**src/rtl/pmem_line_server_pkg.sv**
```systemverilog
// Shared types and constants for the cache-line pmem responder.
package pmem_line_server_pkg;

  typedef enum logic [1:0] {
    IDLE,
    RD_BURST,
    WR_BURST,
    RESP
  } pmem_srv_state_t;

  localparam int LINE_OFFSET_BITS = 5;

endpackage

```
**src/rtl/pmem_line_server_line_beat_buffer.sv**
```systemverilog
// Line register with beat-indexed fill (read bursts) and beat-indexed drain mux (write bursts).
module line_beat_buffer #(
  parameter int LINE_W = 256,
  parameter int BEAT_W = 64,
  parameter int IDX_W  = 2
) (
  input  logic              clk,
  input  logic              rst,
  input  logic              load,
  input  logic [LINE_W-1:0] load_line,
  input  logic              fill,
  input  logic [IDX_W-1:0]  beat,
  input  logic [BEAT_W-1:0] fill_beat,
  output logic [LINE_W-1:0] fill_line,
  output logic [BEAT_W-1:0] beat_out
);

  logic [LINE_W-1:0] line;

  // fill_line is the line as it will look once the current beat lands
  always_comb begin
    fill_line = line;
    fill_line[int'(beat)*BEAT_W +: BEAT_W] = fill_beat;
  end

  assign beat_out = line[int'(beat)*BEAT_W +: BEAT_W];

  always_ff @(posedge clk) begin
    if (rst) begin
      line <= '0;
    end else if (load) begin
      line <= load_line;
    end else if (fill) begin
      line <= fill_line;
    end
  end

endmodule

```
**src/rtl/pmem_line_server.sv**
```systemverilog
// Serves 256-bit pmem line requests by bursting narrow beats to/from backing memory.
module pmem_line_server
  import pmem_line_server_pkg::*;
#(
  parameter int ADDR_W = 32,
  parameter int LINE_W = 256,
  parameter int BEAT_W = 64
) (
  input  logic              clk,
  input  logic              rst,
  input  logic              pmem_read,
  input  logic              pmem_write,
  input  logic [ADDR_W-1:0] pmem_address,
  input  logic [LINE_W-1:0] pmem_wdata,
  output logic              pmem_resp,
  output logic [LINE_W-1:0] pmem_rdata,
  output logic              bmem_read,
  output logic              bmem_write,
  output logic [ADDR_W-1:0] bmem_address,
  output logic [BEAT_W-1:0] bmem_wdata,
  input  logic [BEAT_W-1:0] bmem_rdata,
  input  logic              bmem_resp
);

  localparam int BEATS = LINE_W / BEAT_W;
  localparam int IDX_W = $clog2(BEATS);
  localparam logic [IDX_W-1:0] LAST_BEAT = IDX_W'(BEATS - 1);

  pmem_srv_state_t state, next_state;
  logic [IDX_W-1:0]  beat;
  logic              accept;
  logic              load;
  logic              fill;
  logic              beat_done;
  logic              last;
  logic [LINE_W-1:0] fill_line;
  logic              unused_offset;

  // Offset bits are dropped by alignment; keep them visibly consumed.
  assign unused_offset = ^pmem_address[LINE_OFFSET_BITS-1:0];

  assign last      = (beat == LAST_BEAT);
  assign pmem_resp = (state == RESP);

  always_comb begin
    next_state = state;
    accept     = 1'b0;
    load       = 1'b0;
    fill       = 1'b0;
    beat_done  = 1'b0;
    unique case (state)
      IDLE: begin
        // Write has priority; a simultaneous read stays pending until after RESP.
        if (pmem_write) begin
          next_state = WR_BURST;
          accept     = 1'b1;
          load       = 1'b1;
        end else if (pmem_read) begin
          next_state = RD_BURST;
          accept     = 1'b1;
        end
      end
      RD_BURST: begin
        if (bmem_resp) begin
          fill      = 1'b1;
          beat_done = 1'b1;
          if (last) next_state = RESP;
        end
      end
      WR_BURST: begin
        if (bmem_resp) begin
          beat_done = 1'b1;
          if (last) next_state = RESP;
        end
      end
      RESP: next_state = IDLE;
      default: next_state = IDLE;
    endcase
  end

  always_ff @(posedge clk) begin
    if (rst) begin
      state        <= IDLE;
      beat         <= '0;
      bmem_read    <= 1'b0;
      bmem_write   <= 1'b0;
      bmem_address <= '0;
      pmem_rdata   <= '0;
    end else begin
      state      <= next_state;
      bmem_read  <= (next_state == RD_BURST);
      bmem_write <= (next_state == WR_BURST);
      if (accept) begin
        beat         <= '0;
        bmem_address <= {pmem_address[ADDR_W-1:LINE_OFFSET_BITS], {LINE_OFFSET_BITS{1'b0}}};
      end else if (beat_done) begin
        beat <= last ? '0 : beat + 1'b1;
      end
      // Publish the full line including the beat arriving this cycle.
      if (fill && last) pmem_rdata <= fill_line;
    end
  end

  line_beat_buffer #(
    .LINE_W(LINE_W),
    .BEAT_W(BEAT_W),
    .IDX_W (IDX_W)
  ) u_buf (
    .clk      (clk),
    .rst      (rst),
    .load     (load),
    .load_line(pmem_wdata),
    .fill     (fill),
    .beat     (beat),
    .fill_beat(bmem_rdata),
    .fill_line(fill_line),
    .beat_out (bmem_wdata)
  );

endmodule

```
**config.mk**
```make
export PLATFORM = sky130hd
export DESIGN_NAME = pmem_line_server
export DESIGN_NICKNAME = d
export VERILOG_FILES = /design/src/rtl/pmem_line_server_pkg.sv /design/src/rtl/pmem_line_server_line_beat_buffer.sv /design/src/rtl/pmem_line_server.sv
export SDC_FILE = /design/constraint.sdc
export NUM_CORES = 1
export LEC_CHECK = 0
export ABC_AREA = 0
export CORE_AREA = 2 2 278 280
export CTS_CLUSTER_DIAMETER = 50
export CTS_CLUSTER_SIZE = 12
export DETAILED_ROUTE_END_ITERATION = 8
export DIE_AREA = 0 0 280 282
export RECOVER_POWER = 25
export SKIP_LAST_GASP = 1
export SYNTH_ARGS = -nofsm -noshare
export SYNTH_HDL_FRONTEND = slang
export SYNTH_SLANG_ARGS = --single-unit
```
**constraint.sdc**
```tcl
create_clock -name clk -period 3.2 [get_ports clk]
set_input_delay 0.8 -clock clk [delete_from_list [all_inputs] [get_ports clk]]
set_output_delay 0.8 -clock clk [all_outputs]
set_load 0.01 [all_outputs]
```
======== After elaboration in Yosys (flattened, before gate mapping) ========
Cells that the tools add are included.
operators by class
  $add $sub $neg .......................... 2
  equality and inequality tests ........... 6
  shifts and indexed selects .............. 3
  mux-type cells .......................... 17
  reductions and logical operators ........ 5
operators by type and width
  cell                       number
  $mux 256                   2
  $bwmux 256                 1
  $shift 64x33->256 const A  1
  $shiftx 256x9->64          1
  $shiftx 64x33->256         1
  $neg 8->33                 1
  $mux 2                     5
  $eq 2x2->1 const B         4
  $mux 1                     8
  $pmux 2 s3                 1
  $eq 2x1->1 const B         2
  $reduce_or 2->1            2
  $add 2x1->2 const B        1
  $logic_not 2->1            1
  $reduce_bool 2->1          1
  $logic_and 1x1->1          1
storage, ports and cells
  register bits ........................... 545
  input port bits ......................... 357
  logic and storage cells ................. 40

======== Depth between registers and ports, before layout ========
Gate-level depths: netlist of run 1.
  depth after elaboration ................. 5
  mapped depth ............................ 11
  gate-level depth less buffers ........... 5

======== Hierarchy ========
A second synthesis of run 1 with hierarchy kept.
second synthesis, totals
  cells, all modules ...................... 3,206
  area total of the unflattened synthesis .. 26,685.6 um2
by module, submodules not included
  module            times used  cells each  area each (um2)
  line_beat_buffer  1           1,933       16,425.8
  pmem_line_server  1           1,273       10,259.8

======== Least setup slack after synthesis of run 1 ========
Ideal clock, no wire load.
  path type ............................... register -> register
  from .................................... register beat[0]
  to ...................................... register pmem_rdata[44]
  library setup time ...................... 0.132 ns
  data arrival time ....................... 2.333 ns
  setup slack ............................. 0.735 ns
  stages on the path, launching flop included .. 11
  path buffers ............................ 5
  clock period less this slack ............ 2.465 ns
  path through ............................ dfxtp_1 -> buf_2 -> buf_4 -> buf_2 -> inv_1 -> ha_1 -> and4bb_2 -> buf_2 -> buf_4 -> a221oi_1 -> nor3_1
between the ends
  word-level cells in the longest chain between the ends .. 3
  elaborated cells on any way between the ends .. 6
  classes of those cells .................. add/sub (1); eq/ne (1); shift (2); mux (1); reduce/logical (1)
ends and longest elaborated chain
  what                                                            line                                     source
  start, declared                                                 pmem_line_server.sv:30                   logic [IDX_W-1:0] beat;
  start signal, assigned                                          pmem_line_server.sv:97                   beat <= last ? '0 : beat + 1'b1;
  $neg 8->33                                                      pmem_line_server_line_beat_buffer.sv:23  fill_line[int'(beat)*BEAT_W +: BEAT_W] = fill_beat;
  $shiftx 64x33->256 / $shift 64x33->256 (equally long branches)  pmem_line_server_line_beat_buffer.sv:23
  $bwmux 256                                                      pmem_line_server_line_beat_buffer.sv:23
  end signal, assigned                                            pmem_line_server.sv:100                  if (fill && last) pmem_rdata <= fill_line;
  end, declared                                                   pmem_line_server.sv:16                   output logic [LINE_W-1:0] pmem_rdata,
Several ways; a longest one is shown, not always the timed one.
A chain may end at the register's enable or synchronous reset.

======== Worst setup path in the final report of run 1 ========
  from .................................... register beat[0]
  to ...................................... output port bmem_wdata[56]
between the ends
  word-level cells in the longest chain between the ends .. 1
ends and longest elaborated chain
  what               line                                     source
  $shiftx 256x9->64  pmem_line_server_line_beat_buffer.sv:26  assign beat_out = line[int'(beat)*BEAT_W +: BEAT_W];
  end, declared      pmem_line_server.sv:20                   output logic [BEAT_W-1:0] bmem_wdata,
No other way between the ends.

==> impl_metrics.py, run 1 <==
metrics = {
    "routing": {
        "vias_per_cell": 6.24,
        "drtPass1Iterations": 7,
        "wl_per_cell_um": 28.3,
        "ant_nets": 0,
        "drc": 0,
        "wl_mm": 116,
        "drtIter0Drc": 3055,
        "vias": 25685,
    },
    "synthesis": {
        "synth_mux_area_frac": 0.0612,
        "ys_seq_area_frac": 0.457,
        "netlist_area_um2": 23900,
        "synth-async-reset-ratio": 0,
        "synth-xor-area-share": 0,
        "synthSimpleGateAreaFrac": 0.115,
        "ys_ff_latch": 545,
        "synthAdderAreaFrac": 0.00472,
        "synth_top_area_share": 0.457,
        "synth_flop_cell": "dfxtp_1",
        "synth_compound_area_frac": 0.297,
        "yosys_warnings": 0,
        "yosysTopAreaCell": "dfxtp_1",
        "synth_top_family_by_area": "compound AO/OA/AOI/OAI gates",
        "synthCells": 2515,
        "yosysUniqueCellTypes": 38,
        "synthTopCellsByArea": "dfxtp_1, a211oi_1, a32oi_1",
        "synth-edff-count": 0,
        "avgSynthCellArea_um2": 9.49,
    },
    "grt": {
        "antenna_found_initial": 24,
        "grt_max_degree": 162,
        "track_usage": 0.279,
        "grt_pass1_wl_mm": 167,
        "grt_pass1_vias": 24940,
        "gr-total-overflow": 0,
    },
    "cells_and_area": {
        "layout.cells.non_filler": 4119,
        "final_nets": 3438,
        "area_delta_synth_final_pct": 44.5,
        "drive_above_1_share": 0.0971,
        "multi_input_area_um2": 11500,
        "seq_area_um2": 10900,
        "utilization": 0.455,
        "nFillCells": 7204,
    },
    "floorplanning": {
        "initial_utilization": 0.315,
        "fp.dieW_um": 280,
        "design.core.area_um2": 75700,
        "io-pin-count": 712,
        "rows": 101,
        "dieArea_um2": 79000,
        "die_height_um": 282,
    },
    "sta": {
        "fin_crit_sh": 0.986,
        "relSlewSlack": 0.130,
        "drv_slew": 0,
        "maxClockFrequency_mhz": 317,
        "hold_violations": 0,
        "rsz0062_at_grt": "yes",
        "fin_skew_ps": 39.1,
        "setup_violations": 0,
        "worst_hold_slack_ps": 456,
        "worstMarginPinSlew_ps": 1310,
        "post-route-min-period_ps": 3150,
    },
    "clocking": {
        "cts-root-buf": "clkbuf_16",
        "clk_pin_slew_ps": 60,
        "clk_latency_ps": 600,
        "clkSinkCount": 545,
        "htreeDepth": 3,
        "cts_tree": "yes",
        "cts_buffers": 70,
        "cts_hold_buf": 0,
        "clock_path_buffers": 3,
    },
    "min_path": {
        "hp-class": "flop to flop",
        "hold_start": "bmem_address[7]",
    },
    "setup_path": {
        "required_ps": 2400,
        "worstSetupPathType": "flop to output port",
        "endpoint_kind": "output port",
        "critPathMaxFanout": 19,
        "r2r-start": "beat[0]",
        "critPathLaunch": "beat[0]",
        "arrival_ps": 2350,
        "cp-start-kind": "flop",
    },
    "place": {
        "placed_cells": 3966,
        "dp_hpwl_mm": 75.1,
        "routabilityCongestion": 0.909,
        "portBuffers": 701,
    },
    "power_and_ir_drop": {
        "leakagePower_nw": 12.2,
        "p_total_w": 0.0180,
        "peakVddDrop_uv": 381,
        "powerDensity_nw_per_um2": 521,
    },
    "status": {
        "status": "finished clean",
    },
    "run": {
        "drv_cap": 0,
    },
}
critical path, cell delays in order, from the launching register on:
cell and delay [ps]:
dfxtp_4 440, buf_16 230, mux4_2 570, clkdlybuf4s50_1 500
timing repair:
action,in CTS,in global routing
gates cloned,2,0
resized for setup,17,21
endpoints found under the setup margin,38,32
pin swaps,0,0
buffers inserted,4,6
synth_stat cells, types with 9 or more instances:
master    instances
dfxtp_1         545
nor2_1          399
a211oi_1        257
a22oi_1         194
a32oi_1         178
clkbuf_1        176
nor3_1          142
a221oi_1        140
o22ai_1         116
buf_2            93
mux4_2           64
nand2_1          56
buf_4            32
a21oi_1          30
nor2b_1          16
buf_1            12
nor3b_1          12
ha_1              9
flip-flops by register name (all words and copies together) (netlist names):
| name | count |
|---|---|
| pmem_rdata | 256 |
| u_buf.line | 256 |
| bmem_address | 27 |
| beat | 2 |
| state | 2 |
| bmem_read | 1 |
| bmem_write | 1 |
where the power goes:
group | leakage, nW | switching [W] | internal (W)
sequential | 4.45 | 0.000273 | 0.00710
combinational | 6.60 | 0.00128 | 0.00117
clock | 1.16 | 0.00327 | 0.00486
total | 12.2 | 0.00483 | 0.0131
worst paths after layout:
kind / endpoint / depth (start not counted) / slack (ps)
worst min-delay path: bmem_address[7] / 2 / 460
worst max register to register: pmem_rdata[22] / 7 / 90
worst max-delay path: bmem_wdata[56] / 3 / 50
worst min register to register: bmem_address[7] / 2 / 460
metrics by stage:
stage	cell area, um2	setup TNS, ps	setup slack, ps
after floorplan	23900	0	735
after global placement	31900	0	342
after detailed placement	31900	0	316
after CTS	34400	-527	-45.4
after global routing	34500	-65.8	-21.0
final	34500	0	45.0
layout by cell type (no fill, tap or decap), drive strengths merged, types with 9 or more instances in the layout:
cell           instances
a221oi               140
a211oi               257
buf                   99
clkbuf                91
ha                     9
a21oi                 30
nor2                 399
dfxtp                545
a32oi                178
a22oi                195
nor2b                 16
nor3b                 12
clkdlybuf4s50        502
dlygate4sd2           12
mux4                  64
clkinv                17
inv                   18
dlygate4sd3          166
nand2                 56
diode                 19
dlymetal6s2s          20
nor3                 142
o22ai                116
cell type report:
type | instances | area share
multi-input combinational | 1643 | 0.334
antenna | 19 | 0.00138
clock inverter | 35 | 0.0119
inverter | 9 | 0.00112
tap | 978 | 0.0355
sequential | 545 | 0.317
clock buffer | 87 | 0.0565
timing repair buffer | 803 | 0.243
metal layers:
layer | track usage | part of all wire | vias to the layer above
li1 | - | - | 11018
met1 | 0.350 | 0.38 | 12570
met2 | 0.448 | 0.47 | 1782
met3 | 0.0744 | 0.11 | 299
met4 | 0.126 | 0.041 | 16
met5 | 0 | 0.00091 | -
cells by family after synthesis:
family	count (synthesis)
adder cells (fa/ha/maj)	9
flip-flops	545
AND/OR/NAND/NOR	643
other	1
buffers and inverters	331
multiplexers	66
AO/OA/AOI/OAI	920
Power figures use the tool's default switching activity.
==> run 2: changes to the inputs <==
--- a/config.mk
+++ b/config.mk
@@ -6,11 +6,13 @@
 export NUM_CORES = 1
 export LEC_CHECK = 0
 export ABC_AREA = 0
-export CORE_AREA = 2 2 278 280
+export CORE_AREA = 2 2 275 277
+export CTS_BUF_LIST = sky130_fd_sc_hd__clkbuf_4 sky130_fd_sc_hd__clkbuf_8
 export CTS_CLUSTER_DIAMETER = 50
 export CTS_CLUSTER_SIZE = 12
 export DETAILED_ROUTE_END_ITERATION = 8
-export DIE_AREA = 0 0 280 282
+export DIE_AREA = 0 0 277 279
+export GPL_ROUTABILITY_DRIVEN = 1
 export RECOVER_POWER = 25
 export SKIP_LAST_GASP = 1
 export SYNTH_ARGS = -nofsm -noshare
==> run 2 against run 1 <==
Against the previous run:
- sequential power about the same
- register-to-register slack better by 290 ps
- total power down 11%
- first-iteration DRC count down 5.2%
- the run now ends with negative setup slack left
- flip-flop and latch count unchanged
==> impl_metrics.py, run 2 (same netlist as run 1, synthesis figures left out) <==
metrics = {
    "routing": {
        "drtIter0Drc": 2897,
        "wl_per_cell_um": 27.7,
        "wl_mm": 114,
        "vias_per_cell": 6.20,
        "drtPass1Iterations": 8,
        "drc": 0,
        "vias": 25473,
        "ant_nets": 0,
    },
    "grt": {
        "gr-total-overflow": 0,
        "grt_max_degree": 132,
        "grt_pass1_wl_mm": 165,
        "track_usage": 0.278,
        "grt_pass1_vias": 25028,
        "antenna_found_initial": 21,
    },
    "floorplanning": {
        "fp.dieW_um": 277,
        "design.core.area_um2": 74100,
        "initial_utilization": 0.322,
        "rows": 100,
        "dieArea_um2": 77300,
        "io-pin-count": 712,
        "die_height_um": 279,
    },
    "setup_path": {
        "reg2reg_to": "pmem_rdata[168]",
        "critPathLaunch": "beat[0]",
        "cp-endpoint": "bmem_wdata[17]",
        "arrival_ps": 2500,
        "reg2reg_depth": 7,
        "worstSetupPathType": "flop to output port",
        "critPathMaxFanout": 12,
        "endpoint_kind": "output port",
        "r2r_slack_ps": 380,
        "cp-start-kind": "flop",
        "required_ps": 2400,
        "r2r-start": "beat[1]",
    },
    "cells_and_area": {
        "final_common_cell": "clkdlybuf4s50_1",
        "layout.cells.non_filler": 4111,
        "drive_above_1_share": 0.101,
        "reg_top3": "pmem_rdata: 256 flops, u_buf.line: 256 flops, bmem_address: 27 flops",
        "area_delta_synth_final_pct": 42.3,
        "utilization": 0.459,
        "layout_common_cells": "clkdlybuf4s50_1, dfxtp_1, nor2_1",
        "final_nets": 3439,
    },
    "power_and_ir_drop": {
        "p_sw_w": 0.00459,
        "leakagePower_nw": 11.7,
        "peakVddDrop_uv": 297,
        "p_sw_frac": 0.287,
        "p_comb_frac": 0.155,
        "p_total_w": 0.0160,
        "powerDensity_nw_per_um2": 471,
        "p_int_w": 0.0114,
        "pwr-share-clk": 0.385,
        "p_seq_frac": 0.459,
    },
    "clocking": {
        "clk_pin_slew_ps": 70,
        "cts_buffers": 74,
        "htreeDepth": 3,
        "cts_tree": "yes",
        "cts-root-buf": "clkbuf_8",
        "clkSinkCount": 545,
        "cts_hold_buf": 0,
        "clk_latency_ps": 690,
        "clock_path_buffers": 3,
    },
    "place": {
        "portBuffers": 701,
        "routabilityCongestion": 0.892,
        "dp_slack_ps": 214,
        "placed_cells": 3954,
        "dp_hpwl_mm": 72.8,
    },
    "sta": {
        "drv_slew": 0,
        "rsz0062_at_grt": "yes",
        "worst_hold_slack_ps": 458,
        "hold_violations": 0,
        "worstMarginPinSlew_ps": 1270,
        "post-route-min-period_ps": 3300,
        "maxClockFrequency_mhz": 303,
        "fin_ws_ps": -95.2,
        "setup_violations": 13,
        "relSlewSlack": 0.157,
        "fin_skew_ps": 56.7,
        "fin_crit_sh": 1.03,
    },
    "run": {
        "drv_cap": 0,
    },
    "status": {
        "violations": "negative setup slack",
        "status": "finished, violations left",
    },
    "min_path": {
        "hp-class": "flop to flop",
    },
}
[run 2: cell types whose count changed in the layout (fill, tap and decap cells not counted), sizes merged]
cell           before  now
buf                99   97
bufinv              6    7
clkbuf             91   94
clkdlybuf4s50     502  648
clkinvlp            3    8
diode              19   16
dlygate4sd2        12    9
dlygate4sd3       166    1
dlymetal6s2s       20   42
inv                18   15
[run 2: per-stage QoR]
step,cell area (um2),TNS (ps)
global route,34000,-1900
global placement,31900,0
detailed placement,31900,0
CTS,33700,-6940
floorplan,23900,0
finish,34000,-1010
[run 2: cell type report]
type	count	area [um2]
inverters	9	40.0
flip-flops and latches	545	10900
clock inverters	38	452
fillers	7066	40100
multi-input cells	1643	11500
repair buffers	800	8600
diodes	16	40.0
well taps	969	1210
clock buffers	91	1200
[run 2: how the worst min path moves through the flow]
stage,slack [ps],start,cells past startpoint,to
finish,460,bmem_address[25],2,bmem_address[25]
global route,480,bmem_address[25],2,bmem_address[25]
CTS,460,bmem_address[15],2,bmem_address[15]
detailed placement,450,bmem_address[25],2,bmem_address[25]
global placement,450,bmem_address[22],2,bmem_address[22]
floorplan,480,bmem_address[10],2,bmem_address[10]
[run 2: power by group through the flow]
stage / Sequential [W] / Combinational [W] / Clock [W]
CTS: 0.00733 / 0.00247 / 0.00622
global route: 0.00737 / 0.00263 / 0.00652
detailed placement: 0.00748 / 0.00244 / 0
global placement: 0.00747 / 0.00241 / 0
finish: 0.00735 / 0.00248 / 0.00617
floorplan: 0.00742 / 0.00123 / 0
[run 2: what timing repair did]
action	4_1_cts	5_1_grt
gates cloned	3	3
resized for setup	13	44
setup endpoints to repair	64	55
setup buffers	2	4
[run 2: worst max-delay path, cell delays in order (launching register included)]
cell and delay, ps:
dfxtp_4 430, buf_12 120, buf_16 170, mux4_2 580
clkdlybuf4s50_1 530
[run 2: routing by layer]
metal	vias to the layer above	GRT usage	part of all wire
li1	11000	-	-
met1	12454	0.346	0.39
met2	1721	0.449	0.46
met3	288	0.0817	0.11
met4	10	0.117	0.041
met5	-	0	0.00053
